===== config.mk =====
export PLATFORM = sky130hd
export DESIGN_NAME = skid_buffer_flat
export DESIGN_NICKNAME = d
export VERILOG_FILES = /design/src/rtl/skid_buffer_if.sv /design/src/rtl/skid_buffer.sv /design/src/flat_wrapper.sv
export SDC_FILE = /design/constraint.sdc
export NUM_CORES = 1
export LEC_CHECK = 0
export CAP_MARGIN = 25
export CORE_ASPECT_RATIO = 0.7
export CORE_MARGIN = 2
export CORE_UTILIZATION = 51
export CTS_BUF_LIST = sky130_fd_sc_hd__clkbuf_2 sky130_fd_sc_hd__clkbuf_4 sky130_fd_sc_hd__clkbuf_8
export CTS_CLUSTER_DIAMETER = 120
export DETAILED_ROUTE_END_ITERATION = 7
export GPL_TIMING_DRIVEN = 1
export MAX_ROUTING_LAYER = met4
export PLACE_DENSITY = 0.82
export SYNTH_ARGS = -nofsm -noshare
export SYNTH_HDL_FRONTEND = slang
export SYNTH_SLANG_ARGS = --single-unit

===== constraint.sdc =====
create_clock -name clk -period 1.7 [get_ports clk]
set_input_delay 0.51 -clock clk [delete_from_list [all_inputs] [get_ports clk]]
set_output_delay 0.51 -clock clk [all_outputs]
set_load 0.02 [all_outputs]

===== src/rtl/skid_buffer_if.sv =====
// Valid/ready handshake bundle for the skid buffer.
// The upstream side (din*) and the downstream side (dout*) share one bundle:
//   slave  - the buffer's view: accepts din, produces dout
//   master - the environment's view: produces din, accepts dout
interface skid_buffer_if #(
    parameter int WIDTH = 32
);
    logic [WIDTH-1:0] din;
    logic             din_vld;
    logic             din_rdy;
    logic [WIDTH-1:0] dout;
    logic             dout_vld;
    logic             dout_rdy;

    modport slave (
        input  din,
        input  din_vld,
        output din_rdy,
        output dout,
        output dout_vld,
        input  dout_rdy
    );

    modport master (
        output din,
        output din_vld,
        input  din_rdy,
        input  dout,
        input  dout_vld,
        output dout_rdy
    );
endinterface


===== src/rtl/skid_buffer.sv =====
// Two-entry valid/ready register slice with a registered ready path.
// din_rdy, dout and dout_vld all come straight from flops, so nothing on the
// downstream side reaches the upstream side within a cycle.
// Optional feature macro: SKID_BUFFER_FLUSH_EN adds a synchronous flush port.
//
//   state    | meaning
//   ---------+-----------------------------------------------
//   ST_EMPTY | no entry held; dout_vld=0, din_rdy=1
//   ST_BUSY  | main entry valid; skid free; din_rdy=1
//   ST_FULL  | main and skid valid; din_rdy=0 until main drains
module skid_buffer #(
    parameter int WIDTH = 32
) (
    input  logic         clk,
    input  logic         rst,
`ifdef SKID_BUFFER_FLUSH_EN
    input  logic         flush,
`endif
    skid_buffer_if.slave bus
);

    typedef enum logic [1:0] {
        ST_EMPTY = 2'd0,
        ST_BUSY  = 2'd1,
        ST_FULL  = 2'd2
    } state_t;

    state_t           state_q, state_d;
    logic [WIDTH-1:0] main_q,  main_d;
    logic [WIDTH-1:0] skid_q,  skid_d;
    logic             vld_q,   vld_d;
    logic             rdy_q,   rdy_d;
    logic             in_xfer;
    logic             out_xfer;
    logic             flush_w;

`ifdef SKID_BUFFER_FLUSH_EN
    assign flush_w = flush;
`else
    assign flush_w = 1'b0;
`endif

    // Handshakes use the registered ready/valid, never a live input on the other side.
    assign in_xfer  = bus.din_vld & rdy_q;
    assign out_xfer = vld_q & bus.dout_rdy;

    // Next-state and data steering; flush overrides the transfer decision but keeps payload flops.
    always_comb begin
        state_d = state_q;
        main_d  = main_q;
        skid_d  = skid_q;

        case (state_q)
            ST_EMPTY: begin
                if (in_xfer) begin
                    state_d = ST_BUSY;
                    main_d  = bus.din;
                end
            end
            ST_BUSY: begin
                if (in_xfer && out_xfer) begin
                    main_d = bus.din;
                end else if (in_xfer) begin
                    state_d = ST_FULL;
                    skid_d  = bus.din;
                end else if (out_xfer) begin
                    state_d = ST_EMPTY;
                end
            end
            ST_FULL: begin
                // din_rdy is low here, so only the drain of main can happen.
                if (out_xfer) begin
                    state_d = ST_BUSY;
                    main_d  = skid_q;
                end
            end
            default: begin
                state_d = ST_EMPTY;
            end
        endcase

        if (flush_w) begin
            state_d = ST_EMPTY;
            main_d  = main_q;
            skid_d  = skid_q;
        end

        vld_d = (state_d != ST_EMPTY);
        rdy_d = (state_d != ST_FULL);
    end

    // State, payload and handshake flops; reset drops everything and holds din_rdy low.
    always_ff @(posedge clk) begin
        if (rst) begin
            state_q <= ST_EMPTY;
            main_q  <= '0;
            skid_q  <= '0;
            vld_q   <= 1'b0;
            rdy_q   <= 1'b0;
        end else begin
            state_q <= state_d;
            main_q  <= main_d;
            skid_q  <= skid_d;
            vld_q   <= vld_d;
            rdy_q   <= rdy_d;
        end
    end

    assign bus.dout     = main_q;
    assign bus.dout_vld = vld_q;
    assign bus.din_rdy  = rdy_q;

endmodule

===== src/flat_wrapper.sv =====
// flat-port wrapper written by rule: the top's interface ports become plain ports
module skid_buffer_flat 
#(
    parameter int WIDTH = 32
)
  (clk, rst, bus_din, bus_din_vld, bus_din_rdy, bus_dout, bus_dout_vld, bus_dout_rdy);
  skid_buffer_if #(.WIDTH(WIDTH)) bus_i ();
  input  logic clk;
  input  logic rst;
  input wire logic [$bits(bus_i.din)-1:0] bus_din;
  input wire logic [$bits(bus_i.din_vld)-1:0] bus_din_vld;
  output wire logic [$bits(bus_i.din_rdy)-1:0] bus_din_rdy;
  output wire logic [$bits(bus_i.dout)-1:0] bus_dout;
  output wire logic [$bits(bus_i.dout_vld)-1:0] bus_dout_vld;
  input wire logic [$bits(bus_i.dout_rdy)-1:0] bus_dout_rdy;
  assign bus_i.din = bus_din;
  assign bus_i.din_vld = bus_din_vld;
  assign bus_din_rdy = bus_i.din_rdy;
  assign bus_dout = bus_i.dout;
  assign bus_dout_vld = bus_i.dout_vld;
  assign bus_i.dout_rdy = bus_dout_rdy;
  skid_buffer #(.WIDTH(WIDTH)) u_core (.clk(clk), .rst(rst), .bus(bus_i));
endmodule

Word level (Yosys, flattened, before mapping)
Index checks and enable logic that the tools add are counted.
- muxes and demuxes: 10
- bitwise operators: 3
- reductions and logical operators: 6
- equality and inequality tests: 6
- operator list (cell ; number):
    32-bit two-way mux ; 3
    32-bit one-hot mux with 3 select lines ; 1
    2-bit two-way mux ; 5
    2-bit by 1-bit != test with 1-bit output, second input constant ; 3
    2-bit one-hot mux with 3 select lines ; 1
    4-bit AND reduction ; 1
    3-bit AND reduction ; 1
    3-bit nonzero test ; 1
    1-bit AND ; 2
    2-bit by 1-bit equality test with 1-bit output, second input constant ; 1
    2-bit equality test, second input constant ; 1
    2-bit logical NOT ; 1
    2-bit != test, second input constant ; 1
    2-bit nonzero test ; 1
    1-bit logical AND ; 1
    1-bit inverter ; 1
- input port bits: 36
- flip-flop bits (word level): 68
- output and inout port bits: 34
- word-level logic and storage cells: 30

Logic depth before layout (Yosys ltp)
Gate-level depths: netlist (run 1).
- word-level depth: 6
- depth in mapped cells: 7
- mapped depth without buffers: 4

Least setup slack after synthesis (run 1)
OpenSTA, ideal clock, no wires.
- path type: input port to flip-flop
- start point: input bus_din_vld
- end point: register u_core.main_q[10], in the netlist u_core.bus.dout[10]
- setup slack: 0.124 ns
- arrival time: 1.495 ns
- path buffers: 2
- stages: 6
- setup time: 0.081 ns
- data required time: 1.619 ns
- path through: and3b_1 -> o2bb2ai_4 -> or2_1 -> buf_2 -> buf_6 -> a211oi_2
- word-level cells in the longest chain between the ends: 4
- elaborated cells between the ends (all ways): 5
- classes of those cells: 2 x eq/ne; 1 x bitwise; 2 x reduce/logical
- ends and longest elaborated chain (element ; line ; source):
    start, declared ; flat_wrapper.sv:11 ; input wire logic [$bits(bus_i.din_vld)-1:0] bus_din_vld;
    1-bit AND * ; skid_buffer.sv:44 ; assign in_xfer = bus.din_vld & rdy_q;
    1-bit logical AND ; skid_buffer.sv:61 ; if (in_xfer && out_xfer) begin
    2-bit by 1-bit != test with 1-bit output (no line) ; -- ;
    4-bit AND reduction (no line) * ; -- ;
    end signal, assigned ; skid_buffer.sv:102 ; main_q <= main_d;
    end, declared ; skid_buffer.sv:29 ; logic [WIDTH-1:0] main_q, main_d;
Mark *: on every way between the ends. The rest lies on a longest branch, timed or not.
A chain may end at the register's enable or synchronous reset.

Final worst setup path (run 1)
- start point: register u_core.main_q[1], in the netlist u_core.bus.dout[1]
- end point: output bus_dout[1]
- RTL lines (element ; line ; source):
    end, declared ; flat_wrapper.sv:13 ; output wire logic [$bits(bus_i.dout)-1:0] bus_dout;
No word-level cell between the ends.

==> run_results.csv, run 1 <==
group,metric,value,unit
pwr,vdd_drop_max,0.722,mV
logic_synthesis,synth_nets,346,
logic_synthesis,synth_cells,310,
critical_path,critical_path.top_delay_family,"flip-flops",
timing,worst_slack,0.0934,ns
pwr,power_per_cell_area,1000,mW/mm²
grt,grt_pass1_wl,12.4,mm
grt,grt_start_max_net_pins,46,
finish,design_area,0.00411,mm²
route,num_vias,2563,
critical_path,cp.arrival,1.10,ns
placement,portBuffers,69,
timing,max_freq,0.622,GHz
placement,place_hpwl,5.02,mm
run_status,status,"complete, no violations",
timing,grt_setup_unrepaired,"false",
timing,fin_crit_sh,0.945,
timing,drv_slew,0,
die,die_area,0.00635,mm²
pwr,total_power,4.12,mW
logic_synthesis,ys_types,22,
critical_path,cp_cell_sequence,"dlygate4sd2_1",
job,maxCapViolCount,0,
critical_path,path_class,"flop to output port",
critical_path,slowest_delay,0.40,ns
die,die_h,67.3,µm
finish,seqCellArea,0.00136,mm²
logic_synthesis,syn_avg_cell_area,9.42,µm²
placement,gp_congestion,0.813,
grt,grtUsageTotal,0.267,
logic_synthesis,netlist_area,0.00292,mm²
clock_tree,numCtsBuffers,9,
clock_tree,h-tree-depth,3,
clock_tree,cts-root-buf,"clkbuf_8",
pwr,p_clk_frac,0.400,
die,initial_core_util,0.520,
die,coreArea,0.00561,mm²
route,wl_per_cell,16.5,µm
pwr,p_sw,1.02,mW
timing,hold_viol_final,0,
clock_tree,postCtsHoldBufs,0,
route,postRouteAntennaNets,0,
clock_tree,cts_max_path_buffers,2,
timing,period_minus_slack,1.61,ns
clock_tree,clk_pin_slew,0.07,ns
timing,worstMarginPinSlew,0.318,ns
finish,drive_gt1_frac,0.198,
logic_synthesis,yosys_warnings,0,
clock_tree,tritoncts,"yes",
finish,final_nets,424,
finish,post-route-util,0.732,
logic_synthesis,yosysSeqAreaShare,0.466,
finish,final_common_cell,"nand2_1",
finish,fillers,416,
critical_path,slowest_stage,"dfxtp_1",
pwr,p_leak,1.81,nW
worst_hold_path,hp-class,"flop to flop",
pwr,switching_share,0.248,
critical_path,critPathMaxFanout,2,
critical_path,start_kind,"flop",
route,drt-vias-per-instance,5.48,
pwr,p_int,3.10,mW
finish,num_antenna_cells,0,
critical_path,critPathCaptureType,"output port",
die,io_pins,70,
grt,overflow,0,
finish,final_cell_mix,"nand2_1, dfxtp_1, dlygate4sd2_1, a21oi_1",
timing,skew,0.00546,ns
die,num_rows,23,
finish,multi_input_area,0.00142,mm²
route,drtIter0Drc,181,
route,firstDrtPassIters,4,
finish,fin_cells,468,
logic_synthesis,synth_seq_cells,68,
critical_path,critPathRequiredTime,1.19,ns
timing,tns,0,ns
timing,holdWs,0.454,ns
clock_tree,clk_latency,0.34,ns
placement,dp_slack,-0.423,ns
timing,slew_headroom,0.786,
placement,dpl-instance-area,0.00376,mm²
pwr,seqPwrFrac,0.424,
pwr,pwr-share-comb,0.176,
placement,dp_cells,445,
finish,area_growth,40.7,%
grt,grt_pass1_vias,2518,
clock_tree,cts_sinks,68,
grt,antenna_found_initial,0,
die,dieWidth,94.4,µm
route,drt-total-wl,7.71,mm
critical_path,crit_buf_inv,1,
timing,setup-violations-final,0,
route,drcViolationCount,0,
-- cells in the mapped netlist --
cell        n  share of area
inv_1       1         0.0013
a21o_1      1         0.0026
nor3_1     32          0.055
a21oi_1    35          0.060
mux2i_1    32           0.11
nor2_1      1         0.0013
o21ba_1     1         0.0034
a211oi_2   30           0.13
buf_2       7          0.012
nand3_1     2         0.0034
nand4_1     1         0.0021
o2bb2ai_4   1         0.0094
dfxtp_1    68           0.47
a221oi_1    1         0.0030
nand2_1    69          0.089
buf_6       4          0.015
a211oi_1    2         0.0051
clkbuf_1   18          0.023
nand2b_1    1         0.0021
or2_1       1         0.0021
and3_1      1         0.0021
and3b_1     1         0.0030
-- state kept, by name (all words and copies together) (netlist names) --
name and flops:
u_core.bus.dout 32, u_core.skid_q 32, u_core.state_q 2, u_core.bus.din_rdy 1, u_core.bus.dout_vld 1
-- area by class of cell --
cell class / count / share of cell area
timing repair buffer: 96 / 0.238
inverter: 1 / 0.000914
tap: 75 / 0.0228
clock buffer: 12 / 0.0387
clock inverter: 4 / 0.0231
multi-input combinational: 212 / 0.345
sequential: 68 / 0.331
-- power by group through the flow --
stage	clock network (mW)	logic, mW	registers, mW
floorplan	0	0.322	1.86
global placement	0	0.715	1.78
detailed placement	0	0.735	1.78
CTS	1.67	0.727	1.74
global route	1.74	0.780	1.75
finish	1.65	0.727	1.75
-- repair_timing --
item	CTS	global route
resized for setup	43	0
buffers inserted	3	0
setup endpoints to repair	66	0
-- worst paths after layout --
kind                            depth (start not counted)  slack [ns]                from             endpoint
worst max-delay path                                    1        0.09  u_core.bus.dout[1]          bus_dout[1]
worst max register to register                          5        0.15  u_core.bus.din_rdy  u_core.bus.dout[17]
worst min register to register                          2        0.45   u_core.skid_q[16]    u_core.skid_q[16]
worst min-delay path                                    2        0.45   u_core.skid_q[16]    u_core.skid_q[16]
-- layer usage --
| layer | part of all wire | GRT usage |
|---|---|---|
| met1 | 0.45 | 0.348 |
| met2 | 0.48 | 0.428 |
| met3 | 0.064 | 0.0692 |
| met4 | 0.0069 | 0.0507 |
| met5 | 0 | - |
-- cell families (layout without fill, tap and decap cells) --
kind of cell,count (synthesis),count (layout),synth area share
flip-flops,68,68,0.466
multiplexers,32,32,0.110
AO/OA/AOI/OAI,71,71,0.212
buffers and inverters,30,113,0.0519
AND/OR/NAND/NOR,109,109,0.160
(Power assumes the default switching activity.)
==> run 2: changes to the inputs <==
- CORE_UTILIZATION: 51 -> 30
- PLACE_DENSITY: 0.82 -> unset
==> run_results.csv, run 2 (synthesis results as in run 1) <==
group,metric,value,unit
die,initial_core_util,0.305,
finish,num_antenna_cells,0,
job,maxCapViolCount,0,
timing,fin_crit_sh,0.983,
clock_tree,cts-root-buf,"clkbuf_8",
route,wl_per_cell,15.3,µm
timing,tns,0,ns
route,firstDrtPassIters,4,
clock_tree,clk_latency,0.34,ns
finish,fin_cells,517,
critical_path,critPathCaptureType,"flop",
route,drt-vias-per-instance,4.76,
critical_path,cp.arrival,1.90,ns
route,wl_met1,4.02,mm
route,dr_wl_met2,3.42,mm
placement,gp_congestion,0.805,
placement,portBuffers,69,
critical_path,critical_path.top_delay_family,"buffers and inverters",
die,dieWidth,122,µm
finish,final_nets,420,
clock_tree,cts_sinks,68,
pwr,total_power,3.67,mW
route,drcViolationCount,0,
timing,setup-violations-final,0,
timing,period_minus_slack,1.67,ns
clock_tree,cts_setup_buffers,0,
route,wl_met3,436,µm
grt,grt_pass1_wl,12.7,mm
placement,place_hpwl,5.01,mm
timing,max_freq,0.598,GHz
route,top_layer,"met4",
critical_path,start_kind,"input pin",
finish,final_cell_mix,"nand2_1, dfxtp_1, a21oi_1, dlygate4sd2_1, clkdlybuf4s50_1",
grt,grtUsageTotal,0.160,
critical_path,path_class,"input pin to flop",
die,coreArea,0.00957,mm²
finish,design_area,0.00411,mm²
placement,dpl-instance-area,0.00381,mm²
pwr,vdd_drop_max,0.305,mV
critical_path,critPathMaxFanout,6,
finish,area_growth,40.6,%
clock_tree,h-tree-depth,3,
worst_hold_path,hp-class,"flop to flop",
route,num_vias,2462,
die,io_pins,70,
finish,final_common_cell,"nand2_1",
critical_path,cp_cell_sequence,"clkdlybuf4s50_1 -> nand4_1 -> nor2_4 -> or2_4 -> clkbuf_16 -> a211oi_2",
route,postRouteAntennaNets,0,
grt,antenna_found_initial,0,
clock_tree,cts_max_path_buffers,2,
timing,skew,0.00923,ns
clock_tree,numCtsBuffers,9,
run_status,status,"complete, no violations",
finish,fillers,940,
clock_tree,clk_pin_slew,0.08,ns
timing,holdWs,0.455,ns
timing,drv_slew,0,
timing,slew_headroom,0.828,
die,die_h,86.5,µm
critical_path,critPathRequiredTime,1.93,ns
critical_path,slowest_stage,"clkdlybuf4s50_1",
critical_path,slowest_delay,0.52,ns
grt,overflow,0,
route,drtIter0Drc,128,
pwr,power_per_cell_area,894,mW/mm²
die,die_area,0.0105,mm²
grt,grt_start_max_net_pins,36,
clock_tree,tritoncts,"yes",
pwr,p_leak,1.76,nW
timing,worstMarginPinSlew,0.251,ns
grt,grt_pass1_vias,2487,
finish,drive_gt1_frac,0.201,
route,drt-total-wl,7.94,mm
timing,hold_viol_final,0,
timing,grt_setup_unrepaired,"true",
die,num_rows,30,
placement,dp_cells,497,
critical_path,crit_buf_inv,2,
-- run 2: changes by cell type in the layout (fill, tap and decap cells not counted), sizes merged --
cell,change
clkinvlp,+2
dlymetal6s2s,+1
bufbuf,-2
inv,+1
clkinv,+2
dlygate4sd2,-2
bufinv,-3
clkbuf,+1
buf,-5
clkdlybuf4s50,+1
-- run 2: worst paths after layout --
path                    endpoint                from  cells past startpoint  slack, ns
max          u_core.bus.dout[23]        bus_dout_rdy                      6       0.03
min            u_core.skid_q[29]   u_core.skid_q[29]                      2       0.45
max reg2reg   u_core.bus.dout[4]  u_core.bus.din_rdy                      5       0.21
min reg2reg    u_core.skid_q[29]   u_core.skid_q[29]                      2       0.45
-- run 2: area by class of cell --
type                            count  area [µm²]  share of cell area
Tap cell                          128         160              0.0390
Inverter                            1        3.75            0.000914
Clock buffer                       10         138              0.0335
Clock inverter                      6        38.8             0.00945
Sequential cell                    68        1360               0.332
Timing Repair Buffer               92         968               0.236
Multi-Input combinational cell    212        1440               0.350
-- run 2: layer usage --
| layer | global-route usage | vias up |
|---|---|---|
| met4 | 0.0376 | 0 |
| met2 | 0.242 | 62 |
| met5 | - | - |
| met3 | 0.0513 | 6 |
| li1 | - | 1245 |
| met1 | 0.208 | 1149 |
-- run 2: what timing repair did --
action | CTS | global route
endpoints found under the hold margin | 0 | 0
cloned | 1 | 3
hold buffers | 0 | 0
gates resized for setup | 35 | 15
pin swaps | 0 | 3
setup endpoints to repair | 37 | 63
-- run 2: report_power, final --
group / internal, mW / leakage (nW) / switching [mW]
Sequential: 1.68 / 0.555 / 0.0595
Clock: 0.565 / 0.0885 / 0.623
Combinational: 0.351 / 1.12 / 0.387
Total: 2.60 / 1.76 / 1.07
-- run 2: worst reg2reg max path: stages, from the launching register on --
cell and delay, ns:
dfxtp_1 0.35, and3b_2 0.25, o2bb2ai_4 0.13, or2_4 0.33, clkbuf_16 0.19, a211oi_2 0.18
-- run 2: per-stage QoR --
step,utilization,setup WS (ns)
finish,0.429,0.0289
global route,0.429,-0.0317
CTS,0.416,-0.0130
detailed placement,0.399,-0.371
global placement,0.399,-0.358
floorplan,-,0.124
==> run 3: changes to the inputs <==
- MAX_ROUTING_LAYER: met4 -> unset
==> run_results.csv, run 3 (synthesis results as in run 1) <==
group,metric,value,unit
placement,dp_slack,-0.371,ns
placement,place_hpwl,5.01,mm
placement,gp_congestion,0.794,
critical_path,r2r-end,"u_core.bus.dout[4]",
pwr,vdd_drop_max,0.307,mV
die,io_pins,70,
critical_path,path_class,"input pin to flop",
die,num_rows,30,
timing,fin_crit_sh,0.988,
clock_tree,clk_latency,0.34,ns
worst_hold_path,holdPathEnd,"u_core.skid_q[6]",
timing,grt_setup_unrepaired,"true",
finish,final_nets,420,
finish,final_cell_mix,"nand2_1, dfxtp_1, a21oi_1, dlygate4sd2_1, clkdlybuf4s50_1",
route,num_vias,2465,
route,drt-total-wl,7.93,mm
die,dieWidth,122,µm
run_status,status,"complete, no violations",
clock_tree,tritoncts,"yes",
critical_path,rr_startpoint,"u_core.bus.din_rdy",
timing,drv_slew,0,
critical_path,cp.arrival,1.90,ns
route,drcViolationCount,0,
grt,grt_busiest_layer,"met2",
die,die_h,86.5,µm
timing,holdWs,0.457,ns
timing,slew_headroom,0.828,
route,drt-vias-per-instance,4.77,
finish,design_area,0.00411,mm²
die,initial_core_util,0.305,
timing,hold_viol_final,0,
timing,setup-violations-final,0,
finish,num_antenna_cells,0,
critical_path,rrSetupSlack,0.21,ns
timing,period_minus_slack,1.68,ns
job,maxCapViolCount,0,
finish,post-route-util,0.429,
grt,use_met2,0.242,
clock_tree,h-tree-depth,3,
critical_path,critPathMaxFanout,6,
placement,portBuffers,69,
die,coreArea,0.00957,mm²
clock_tree,clk_pin_slew,0.08,ns
grt,antenna_found_initial,0,
clock_tree,cts-root-buf,"clkbuf_8",
route,drtIter0Drc,127,
grt,grt_pass1_wl,12.7,mm
finish,fin_cells,517,
pwr,p_leak,1.76,nW
route,postRouteAntennaNets,0,
critical_path,start_kind,"input pin",
worst_hold_path,hold_path_depth,2,
clock_tree,cts_max_path_buffers,2,
pwr,total_power,3.67,mW
grt,grt.met3_usage,0.0513,
clock_tree,numCtsBuffers,9,
grt,grt_pass1_vias,2497,
critical_path,critPathCaptureType,"flop",
placement,dpl-instance-area,0.00381,mm²
grt,grtUsageTotal,0.155,
timing,worst_slack,0.0210,ns
timing,skew,0.00883,ns
finish,area_growth,40.6,%
finish,drive_gt1_frac,0.201,
pwr,power_per_cell_area,893,mW/mm²
route,firstDrtPassIters,4,
grt,met1_usage,0.204,
timing,tns,0,ns
timing,max_freq,0.596,GHz
clock_tree,postCtsHoldBufs,0,
timing,worstMarginPinSlew,0.250,ns
worst_hold_path,hold_path_startpoint,"u_core.skid_q[6]",
route,wl_per_cell,15.3,µm
grt,overflow,0,
placement,dp_cells,497,
grt,grt_start_max_net_pins,36,
die,die_area,0.0105,mm²
finish,final_common_cell,"nand2_1",
clock_tree,cts_sinks,68,
worst_hold_path,hp-class,"flop to flop",
critical_path,ff2ff_path_depth,5,
critical_path,critPathRequiredTime,1.93,ns
[run 3: cell counts in the layout (fill, tap and decap cells not counted)]
Identical to the previous run, type by type.
[run 3: worst max path at each step]
stage	start	end	slack, ns	cells after the start
finish	bus_dout_rdy	u_core.bus.dout[23]	0.02	6
global route	bus_dout_rdy	u_core.skid_q[16]	-0.04	7
CTS	bus_din_vld	u_core.bus.dout[9]	-0.01	6
detailed placement	bus_din_vld	u_core.skid_q[27]	-0.37	7
global placement	bus_din_vld	u_core.bus.dout[0]	-0.36	6
floorplan	bus_din_vld	u_core.bus.dout[10]	0.12	6
[run 3: per-layer routing]
metal,up-vias,part of all wire
met1,1159,0.50
li1,1244,-
met3,4,0.058
met2,58,0.44
met4,0,0.0066
met5,-,0
[run 3: area by class of cell]
type / count / area [µm²]
inverter: 1 / 3.75
sequential: 68 / 1360
tap: 128 / 160
multi-input combinational: 212 / 1440
clock inverter: 6 / 38.8
clock buffer: 10 / 138
timing repair buffer: 92 / 968
fill: 940 / 5470
[run 3: repair_timing]
item,CTS,global route
setup endpoints to repair,37,63
gates cloned,1,3
buffers inserted,0,0
pin swaps,0,3
resized for setup,35,15
[run 3: power by group]
part           switching [mW]  total [mW]  leakage [nW]  internal [mW]
clock                   0.622        1.19        0.0885          0.566
sequential             0.0591        1.74         0.555           1.68
combinational           0.386       0.737          1.12          0.351
[run 3: critical path, stage by stage]
cell and delay [ns]:
clkdlybuf4s50_1 0.52, nand4_1 0.17, nor2_4 0.20, or2_4 0.24, clkbuf_16 0.19, a211oi_2 0.06
